==> config.mk <==
export PLATFORM = sky130hd
export DESIGN_NAME = aes_job_scheduler
export DESIGN_NICKNAME = d
export VERILOG_FILES = /design/src/rtl/aes_sched_pkg.sv /design/src/rtl/aes_rr_arb2.sv /design/src/rtl/aes_job_scheduler.sv
export SDC_FILE = /design/constraint.sdc
export NUM_CORES = 1
export LEC_CHECK = 0
export ABC_AREA = 1
export ABC_CLOCK_PERIOD_IN_PS = 2720
export CORE_AREA = 2 2 406 408
export CTS_BUF_LIST = sky130_fd_sc_hd__clkbuf_8
export CTS_CLUSTER_SIZE = 14
export DETAILED_ROUTE_END_ITERATION = 7
export DIE_AREA = 0 0 408 410
export PLACE_DENSITY_LB_ADDON = 0.1
export SKIP_LAST_GASP = 1
export SYNTH_ARGS = -nofsm -noshare
export SYNTH_HDL_FRONTEND = slang
export SYNTH_HIERARCHICAL = 1
export SYNTH_SLANG_ARGS = --single-unit
==> constraint.sdc <==
create_clock -name clk -period 2.72 [get_ports clk]
set_input_delay 0.272 -clock clk [delete_from_list [all_inputs] [get_ports clk]]
set_output_delay 0.272 -clock clk [all_outputs]
set_load 0.05 [all_outputs]
==> src/rtl/aes_sched_pkg.sv <==
// rtl/aes_sched_pkg.sv - shared types and constants for the AES job scheduler
package aes_sched_pkg;

  localparam int AES_BLOCK_W = 128;
  localparam int NUM_REQ     = 2;

  typedef logic [0:AES_BLOCK_W-1] aes_block_t;

  typedef enum logic [1:0] {
    IDLE,
    LAUNCH,
    WAIT,
    RESPOND
  } sched_state_t;

endpackage

==> src/rtl/aes_rr_arb2.sv <==
// rtl/aes_rr_arb2.sv - combinational two-way round-robin grant
module aes_rr_arb2
  import aes_sched_pkg::*;
(
  input  logic [0:NUM_REQ-1] req_valid,
  input  logic               last_grant,
  output logic [0:NUM_REQ-1] grant,
  output logic               grant_idx
);

  always_comb begin
    grant_idx = 1'b0;
    // On a tie the requester that was not served last wins.
    if (req_valid[0] && req_valid[1]) begin
      grant_idx = ~last_grant;
    end else if (req_valid[1]) begin
      grant_idx = 1'b1;
    end
    grant = '0;
    if (req_valid != '0) begin
      grant[grant_idx] = 1'b1;
    end
  end

endmodule

==> src/rtl/aes_job_scheduler.sv <==
// rtl/aes_job_scheduler.sv - shares one AES128 core between two requesters
module aes_job_scheduler
  import aes_sched_pkg::*;
#(
  parameter int CORE_LATENCY = 11,
  parameter int CNT_W        = 5
) (
  input  logic                                    clk,
  input  logic                                    reset,
  input  logic [0:NUM_REQ-1]                      req_valid,
  output logic [0:NUM_REQ-1]                      req_ready,
  input  logic [0:NUM_REQ-1]                      req_decrypt,
  input  logic [0:NUM_REQ-1][0:AES_BLOCK_W-1]     req_message,
  input  logic [0:NUM_REQ-1][0:AES_BLOCK_W-1]     req_key,
  output logic [0:NUM_REQ-1]                      rsp_valid,
  input  logic [0:NUM_REQ-1]                      rsp_ready,
  output logic [0:AES_BLOCK_W-1]                  rsp_data,
  output logic                                    core_start,
  output logic                                    core_selCypher,
  output logic [0:AES_BLOCK_W-1]                  core_message,
  output logic [0:AES_BLOCK_W-1]                  core_key,
  input  logic [0:AES_BLOCK_W-1]                  core_result,
  output logic                                    busy
);

  sched_state_t       state;
  logic [CNT_W-1:0]   cnt;
  logic               last_grant;
  logic               owner;
  logic [0:NUM_REQ-1] grant;
  logic               grant_idx;

  aes_rr_arb2 u_arb (
    .req_valid (req_valid),
    .last_grant(last_grant),
    .grant     (grant),
    .grant_idx (grant_idx)
  );

  // The accept handshake completes in the same IDLE cycle the grant is made.
  assign req_ready = (state == IDLE && !reset) ? grant : '0;

  always_ff @(posedge clk) begin
    if (reset) begin
      state          <= IDLE;
      cnt            <= '0;
      last_grant     <= 1'b1;
      owner          <= 1'b0;
      rsp_data       <= '0;
      rsp_valid      <= '0;
      core_start     <= 1'b0;
      core_selCypher <= 1'b0;
      core_message   <= '0;
      core_key       <= '0;
      busy           <= 1'b0;
    end else begin
      case (state)
        IDLE: begin
          if (grant != '0) begin
            core_message   <= req_message[grant_idx];
            core_key       <= req_key[grant_idx];
            core_selCypher <= req_decrypt[grant_idx];
            owner          <= grant_idx;
            core_start     <= 1'b1;
            busy           <= 1'b1;
            state          <= LAUNCH;
          end
        end
        LAUNCH: begin
          core_start <= 1'b0;
          cnt        <= CNT_W'(CORE_LATENCY);
          state      <= WAIT;
        end
        WAIT: begin
          cnt <= cnt - CNT_W'(1);
          if (cnt == CNT_W'(1)) begin
            rsp_data         <= core_result;
            rsp_valid[owner] <= 1'b1;
            state            <= RESPOND;
          end
        end
        RESPOND: begin
          if (rsp_ready[owner]) begin
            last_grant <= owner;
            rsp_valid  <= '0;
            busy       <= 1'b0;
            state      <= IDLE;
          end
        end
        default: state <= IDLE;
      endcase
    end
  end

endmodule

# ---- Yosys cells after proc, flatten, opt, wreduce, memory -nomap -nowiden
# Cells that the tools add are included.
dict set report totals {
  ff_bits 398
  inputBits 648
  wordCells 77
}
dict set report classes {
  eq_ne 7
  n_reduce_logical 19
  magnitude_cmp 4
  muxes 31
  n_addsub 1
  bitwise_logic 4
}
# cell n
set ops {}
lappend ops {{$mux W128} 6}
lappend ops {{$mux W1} 12}
lappend ops {{$mux W2} 6}
lappend ops {{$reduce_bool A2 Y1} 6}
lappend ops {{$pmux W5 S2} 1}
lappend ops {{$reduce_and A3 Y1} 3}
lappend ops {{$pmux W2 S4} 1}
lappend ops {{$reduce_and A2 Y1} 4}
lappend ops {{$eq A5 B1 Y1 const B} 1}
lappend ops {{$sub A5 B1 Y5 const B} 1}
lappend ops {{$eq A2 B2 Y1 const B} 2}
lappend ops {{$ge A2 B2 Y1 const B} 2}
lappend ops {{$logic_and A1 B1 Y1} 4}
lappend ops {{$lt A2 B1 Y1 const B} 2}
lappend ops {{$ne A2 B2 Y1 const B} 2}
lappend ops {{$not A1 Y2} 2}
lappend ops {{$pmux W1 S2} 2}
lappend ops {{$pmux W2 S2} 1}
lappend ops {{$demux W1 S1} 2}
lappend ops {{$eq A2 B1 Y1 const B} 1}
lappend ops {{$logic_not A2 Y1} 1}
lappend ops {{$ne A2 B1 Y1 const B} 1}
lappend ops {{$or A2 B2 Y2} 1}
lappend ops {{$logic_not A1 Y1} 1}
lappend ops {{$not A1 Y1} 1}

# ---- Logic depth before layout (Yosys ltp)
# Gate-level depths: netlist (run 1).
dict set report logic_depth {
  ltp_word 11
  mapped_depth 10
  mapped_depth_nobuf 10
}

# ---- Modules after synthesis
# The synthesis (run 1) kept the hierarchy.
# module cells_each area_per_inst_um2 n_inst seq_area_each_um2
set by_module_without_submodules {}
lappend by_module_without_submodules {aes_job_scheduler 2596 17429.2 1 7967.6}
lappend by_module_without_submodules {aes_rr_arb2 6 25.0 1 0.0}

# ---- Least setup slack after synthesis (run 1)
# No wires, ideal clock.
dict set report synth_path {
  kind {reg2out}
  start {reg state[0]}
  end {out req_ready[0] in the netlist's numbering}
  path_buffers 0
  stages_incl_launch_ff 5
  setup_slack_ps 743
  required_ps 2448
  arrival_time_ps 1705
  path_cell_list {dfxtp_1 -> inv_1 -> ha_1 -> inv_2 -> nor3_1}
}
dict set report synth_between {
  elab_chain_len 3
}
# element line_no
set synth_lines {}
lappend synth_lines {{from (decl)} aes_job_scheduler.sv:26} ;# sched_state_t state;
lappend synth_lines {{from (signal assigned)} aes_job_scheduler.sv:45} ;# state <= IDLE;
lappend synth_lines {{from (signal assigned)} aes_job_scheduler.sv:66} ;# state <= LAUNCH;
lappend synth_lines {{from (signal assigned)} aes_job_scheduler.sv:72} ;# state <= WAIT;
lappend synth_lines {{$logic_not A2 Y1} aes_job_scheduler.sv:41} ;# assign req_ready = (state == IDLE && !reset) ? grant : '0;
lappend synth_lines {{$logic_and A1 B1 Y1} aes_job_scheduler.sv:41}
lappend synth_lines {{$mux W2} aes_job_scheduler.sv:41}
lappend synth_lines {{to (decl)} aes_job_scheduler.sv:11} ;# output logic [0:NUM_REQ-1] req_ready,
# No other way between the ends.

# ---- Worst setup path in the final report (run 1)
dict set report layout_path {
  start {reg state[1]}
  end {out req_ready[1] in the netlist's numbering}
}
# Same word-level chain as after synthesis.

==> results of run 1 <==
## metal layers
| metal | vias to the layer above | wire (um) | track usage (%) |
|---|---|---|---|
| met3 | 166 | 8560 | 4.81 |
| met1 | 8971 | 42000 | 13.4 |
| met4 | 20 | 2470 | 3.50 |
| met2 | 622 | 55100 | 22.5 |
| met5 | - | 137 | 0 |
| li1 | 10300 | - | - |
## worst reg2reg max path, stage by stage (launching register included)
cell and delay, ns:
dfxtp_1 0.32, inv_1 0.08, ha_1 0.13, inv_1 0.04, nor2_1 0.19, nand3_4 0.30
buf_12 0.29, buf_12 0.22, o21ai_1 0.40, a21oi_1 0.08
## flip-flops by register name, indices dropped and copies added, names as in the netlist
register and count:
core_message 128, state 2, core_selCypher 1, owner 1, last_grant 1, rsp_valid 2, core_start 1, core_key 128
cnt 5, busy 1, rsp_data 128
## cell usage after synthesis (all sizes together), types with 2 or more instances
cell type | count | area, sq um
o21ai | 648 | 3240
nor2 | 524 | 1970
inv | 408 | 1530
dfxtp | 398 | 7970
nand2 | 278 | 1040
a21oi | 138 | 702
clkbuf | 96 | 375
buf | 88 | 442
nand3 | 8 | 45.0
ha | 6 | 75.1
nor3 | 3 | 15.0
a31oi | 2 | 12.5
## path summary, 6_finish.rpt
kind / end / slack [ns]
min reg2reg: rsp_data[106] / 0.44
min: rsp_data[31] / 0.16
max reg2reg: rsp_data[17] / 0.53
max: req_ready[1] / 0.11
## final cells by class
cell class | count | share of cell area [%]
Multi-Input combinational cell | 1611 | 21.7
Tap cell | 2189 | 8.30
Clock inverter | 44 | 0.898
Timing Repair Buffer | 1158 | 35.6
Inverter | 409 | 4.70
Clock buffer | 110 | 4.59
Antenna cell | 14 | 0.106
Sequential cell | 398 | 24.1
## report_power, final
group | internal, mW | total (mW) | switching [mW] | leakage (nW)
clock network | 3.85 | 7.11 | 3.26 | 1.05
logic | 4.98 | 15.7 | 10.7 | 8.76
registers | 7.53 | 8.40 | 0.865 | 3.27
total | 16.4 | 31.2 | 14.9 | 13.1
## layout by cell type (no fill, tap or decap), drive strengths merged
cell type and count:
xor2 1, nand4 1, a31oi 2, a21oi 138, diode 14, clkdlybuf4s50 1036
ha 6, clkbuf 110, clkinv 4, o211ai 1, inv 447, bufinv 2
nand3 8, dfxtp 398, nand2 278, nor2 524, o21ai 648, and3 1
nor3 3, buf 68, dlygate4sd3 54
## kinds of logic (layout without fill, tap and decap cells)
kind of cell    after synthesis  count (layout)  share of synthesized area (%)
buf+inv                     593            1721                           13.5
other cells                   0              14                              0
simple gates                815             815                           17.7
xor+xnor                      1               1                         0.0502
flops                       398             398                           45.6
compound gates              789             789                           22.7
fa+ha+maj                     6               6                          0.430
## what timing repair did
item,CTS,global route
setup endpoints to repair,2,2
hold buffers,54,0
endpoints found under the hold margin,54,0
==> impl_metrics.json, run 1 <==
{
  "status": "finished, final reports clean",
  "drv_slew": 0,
  "syn_nets": 3256,
  "num_io_pins": 1039,
  "vdd_drop_max_mv": 0.542,
  "core-area_sq_um": 163000,
  "p_leak_nw": 13.1,
  "p_per_area_nw_per_um2": 946,
  "n_fill_cell": 18500,
  "cts.path.max_buffers": 3,
  "grt_pass1_wl_um": 151000,
  "hold_viol_final": 0,
  "reg2reg_depth": 9,
  "root_buffer": "clkbuf_8",
  "whs_ns": 0.158,
  "syn_inst": 2602,
  "setup_ws_ns": 0.112,
  "fin_area_sq_um": 33000,
  "regArea_sq_um": 7970,
  "cp-start-kind": "flip-flop",
  "viasPerCell": 3.38,
  "dr.pass1.iters": 5,
  "antenna_found_initial": 30,
  "path_clk_slew_ns": 0.05,
  "end_kind": "primary output",
  "placed_area_sq_um": 30600,
  "slew_headroom_pct": 42.4,
  "ys_types": 25,
  "fin_nets": 4323,
  "start_util_pct": 10.7,
  "multi_input_area_sq_um": 7150,
  "grt_max_degree": 111,
  "period_minus_slack_ns": 2.61,
  "critPathBufInv": 4,
  "fin_setup_tns_ns": 0,
  "maxCapViolations": 0,
  "grt_pass1_vias": 20600,
  "via_count": 20100,
  "drive_gt1_share_pct": 5.31,
  "async_flop_share_pct": 0,
  "port_buffers": 1038,
  "setup_viol": 0,
  "gr-total-overflow": 0,
  "dp_hpwl_um": 83500,
  "seq_area_frac_synth_pct": 45.6,
  "min_from": "core_result[31]",
  "cpPeakStageDelay_ns": 0.44,
  "ys_seq_elements": 398,
  "hold_path_depth": 3,
  "antenna_left": 0,
  "cts_resized": 0,
  "crit_path_cell_trace": "inv_1 > ha_1 > inv_2 > nor3_1 > buf_4 > buf_12",
  "cts.sinks": 398,
  "tightestPinTransition_ns": 0.854,
  "utilization_pct": 20.2,
  "critPathLaunch": "state[1]",
  "worstReg2RegStart": "cnt[1]",
  "cp_num_cells": 6,
  "track_usage_pct": 12.5,
  "drc": 0,
  "cts_tree": "built",
  "die-area_sq_um": 167000,
  "ys_warn_count": 6,
  "syn_to_final_growth_pct": 89.1,
  "fin_cells": 5933,
  "synth-edff-count": 0,
  "worstSetupPathType": "flip-flop to primary output",
  "die_height_um": 410,
  "crit_fanout": 4,
  "routabilityCongestion": 0.784,
  "crit_family": "buffers and inverters",
  "cp.required_ns": 2.45,
  "fin_crit_sh_pct": 95.9,
  "clock_latency_ns": 0.76,
  "hp-class": "input port to flip-flop",
  "preCtsSetupSlack_ns": 0.272,
  "post_cts_buffers": 0,
  "avgSynthCellArea_sq_um": 6.71,
  "wirelength_um": 108000,
  "rsz0062_at_grt": "yes",
  "drt_iter0_markers": 719,
  "wl_per_cell_um": 18.2,
  "std_cell_rows": 149,
  "netlist_area_sq_um": 17500,
  "cts_made_buffers": 91,
  "die_x_um": 408,
  "dp_cells": 5711,
  "ys.flop_type": "dfxtp_1",
  "htree_levels": 3,
  "total_power_mw": 31.2,
  "fmaxAchievable_mhz": 383,
  "slowest_stage": "nor3_1",
  "critical_path_arrival_ns": 2.34,
  "finalClockSkew_ns": 0.0647
}
No activity file was read; power rests on OpenSTA's default activity.
==> inputs of run 2 (changes only) <==
--- a/config.mk
+++ b/config.mk
@@ -14,6 +14,7 @@
 export DIE_AREA = 0 0 408 410
 export PLACE_DENSITY_LB_ADDON = 0.1
 export SKIP_LAST_GASP = 1
+export SLEW_MARGIN = 30
 export SYNTH_ARGS = -nofsm -noshare
 export SYNTH_HDL_FRONTEND = slang
 export SYNTH_HIERARCHICAL = 1
==> results of run 2 <==
The final DEF is identical to that of run 1; final timing and power are the same.
==> inputs of run 3 (changes only) <==
--- a/config.mk
+++ b/config.mk
@@ -13,6 +13,7 @@
 export DETAILED_ROUTE_END_ITERATION = 7
 export DIE_AREA = 0 0 408 410
 export PLACE_DENSITY_LB_ADDON = 0.1
+export SKIP_CTS_REPAIR_TIMING = 1
 export SKIP_LAST_GASP = 1
 export SLEW_MARGIN = 30
 export SYNTH_ARGS = -nofsm -noshare
==> impl_metrics.json, run 3 (synthesis gave the netlist of run 1 again) <==
{
  "num_io_pins": 1039,
  "n_fill_cell": 18600,
  "die_height_um": 410,
  "cts_made_buffers": 91,
  "worstReg2RegStart": "cnt[1]",
  "whs_ns": 0.134,
  "std_cell_rows": 149,
  "core-area_sq_um": 163000,
  "fin_crit_sh_pct": 96.3,
  "p_leak_nw": 12.9,
  "final_cell_mix": "1036 x clkdlybuf4s50_1, 627 x o21ai_0, 523 x nor2_1",
  "cts.sinks": 398,
  "drive_gt1_share_pct": 5.39,
  "grt_pass1_wl_um": 151000,
  "drc": 0,
  "p_int_mw": 16.3,
  "end_kind": "primary output",
  "rsz0062_at_grt": "yes",
  "root_buffer": "clkbuf_8",
  "die_x_um": 408,
  "crit_fanout": 4,
  "fin_nets": 4269,
  "status": "finished, final reports clean",
  "cp-start-kind": "flip-flop",
  "fmaxAchievable_mhz": 382,
  "worstSetupPathType": "flip-flop to primary output",
  "routabilityCongestion": 0.784,
  "vdd_drop_max_mv": 0.548,
  "switching_share_pct": 47.6,
  "via_count": 19900,
  "critPathLaunch": "state[1]",
  "p_per_area_nw_per_um2": 960,
  "final_common_cell": "clkdlybuf4s50_1",
  "cts.path.max_buffers": 3,
  "port_buffers": 1038,
  "fin_cells": 5878,
  "antenna_left": 0,
  "drt_iter0_markers": 806,
  "drv_slew": 0,
  "power_frac_comb_pct": 50.2,
  "gr-total-overflow": 0,
  "hp-class": "input port to flip-flop",
  "hold_viol_final": 0,
  "power.share.clock_pct": 22.8,
  "placed_area_sq_um": 30600,
  "dp_cells": 5711,
  "track_usage_pct": 12.4,
  "grt_max_degree": 111,
  "grt_pass1_vias": 20400,
  "start_util_pct": 10.7,
  "setup_viol": 0,
  "slew_headroom_pct": 42.4,
  "clock_latency_ns": 0.77,
  "dp_hpwl_um": 83500,
  "seqPwrFrac_pct": 27.0,
  "cp.required_ns": 2.45,
  "critical_path_arrival_ns": 2.35,
  "htree_levels": 3,
  "path_clk_slew_ns": 0.06,
  "period_minus_slack_ns": 2.62,
  "fin_area_sq_um": 32500,
  "viasPerCell": 3.39,
  "wirelength_um": 108000,
  "dr.pass1.iters": 5,
  "power.switching_mw": 14.8,
  "finalClockSkew_ns": 0.0684,
  "maxCapViolations": 0,
  "tightestPinTransition_ns": 0.854,
  "cts_tree": "built",
  "syn_to_final_growth_pct": 86.0,
  "antenna_found_initial": 30,
  "wl_per_cell_um": 18.4,
  "min_from": "core_result[39]",
  "reg_top3": "core_key: 128 flops, core_message: 128 flops, rsp_data: 128 flops",
  "die-area_sq_um": 167000
}
run 3: changes by cell type in the layout (fill, tap and decap cells not counted):
cell / previous run / this run
diode_2: 14 / 13
dlygate4sd3_1: 54 / 0
run 3: stage by stage:
stage / setup slack, ns / power [mW] / setup TNS, ns / utilization, %
after floorplan: 0.743 / 17.6 / 0 / -
after global placement: 0.234 / 24.6 / 0 / 18.7
after detailed placement: 0.272 / 24.6 / 0 / 18.7
after CTS: -0.221 / 32.2 / -0.441 / 19.8
after global routing: -0.160 / 33.2 / -0.319 / 19.9
final: 0.0997 / 31.2 / 0 / 19.9
run 3: final timing paths:
check	end	slack (ns)	depth (start not counted)
worst max-delay path	req_ready[1]	0.1	6
worst min-delay path	rsp_data[39]	0.13	3
worst max register to register	rsp_data[17]	0.53	9
worst min register to register	rsp_data[106]	0.44	2
run 3: per-layer routing:
layer  up-vias  wire (um)  global-route usage, %
met5         -        137                      0
met2       627      55100                   22.5
met1      8916      41900                   13.3
li1      10200          -                      -
met4        20       2320                   3.37
met3       157       8640                   4.86
run 3: critical path, cell delays in order (launching register included):
cell and delay, ns:
dfxtp_1 0.33, inv_1 0.10, ha_1 0.22, inv_2 0.10
nor3_1 0.46, buf_4 0.28, buf_12 0.15
run 3: power by group through the flow:
stage                     logic (mW)  registers, mW  clock network [mW]
final                           15.7           8.40                7.12
after global routing            16.8           8.63                7.79
after CTS                       16.1           8.42                7.61
after detailed placement        16.1           8.49                   0
after global placement          16.1           8.52                   0
after floorplan                 3.60           14.0                   0
run 3: final cells by class:
class | instances | area, sq um | area share (%)
diodes | 13 | 32.5 | 0.100
clock buffers | 110 | 1510 | 4.66
well taps | 2189 | 2740 | 8.43
flip-flops and latches | 398 | 7970 | 24.5
repair buffers | 1104 | 11200 | 34.5
inverters | 409 | 1550 | 4.77
clock inverters | 44 | 297 | 0.913
multi-input cells | 1611 | 7150 | 22.0
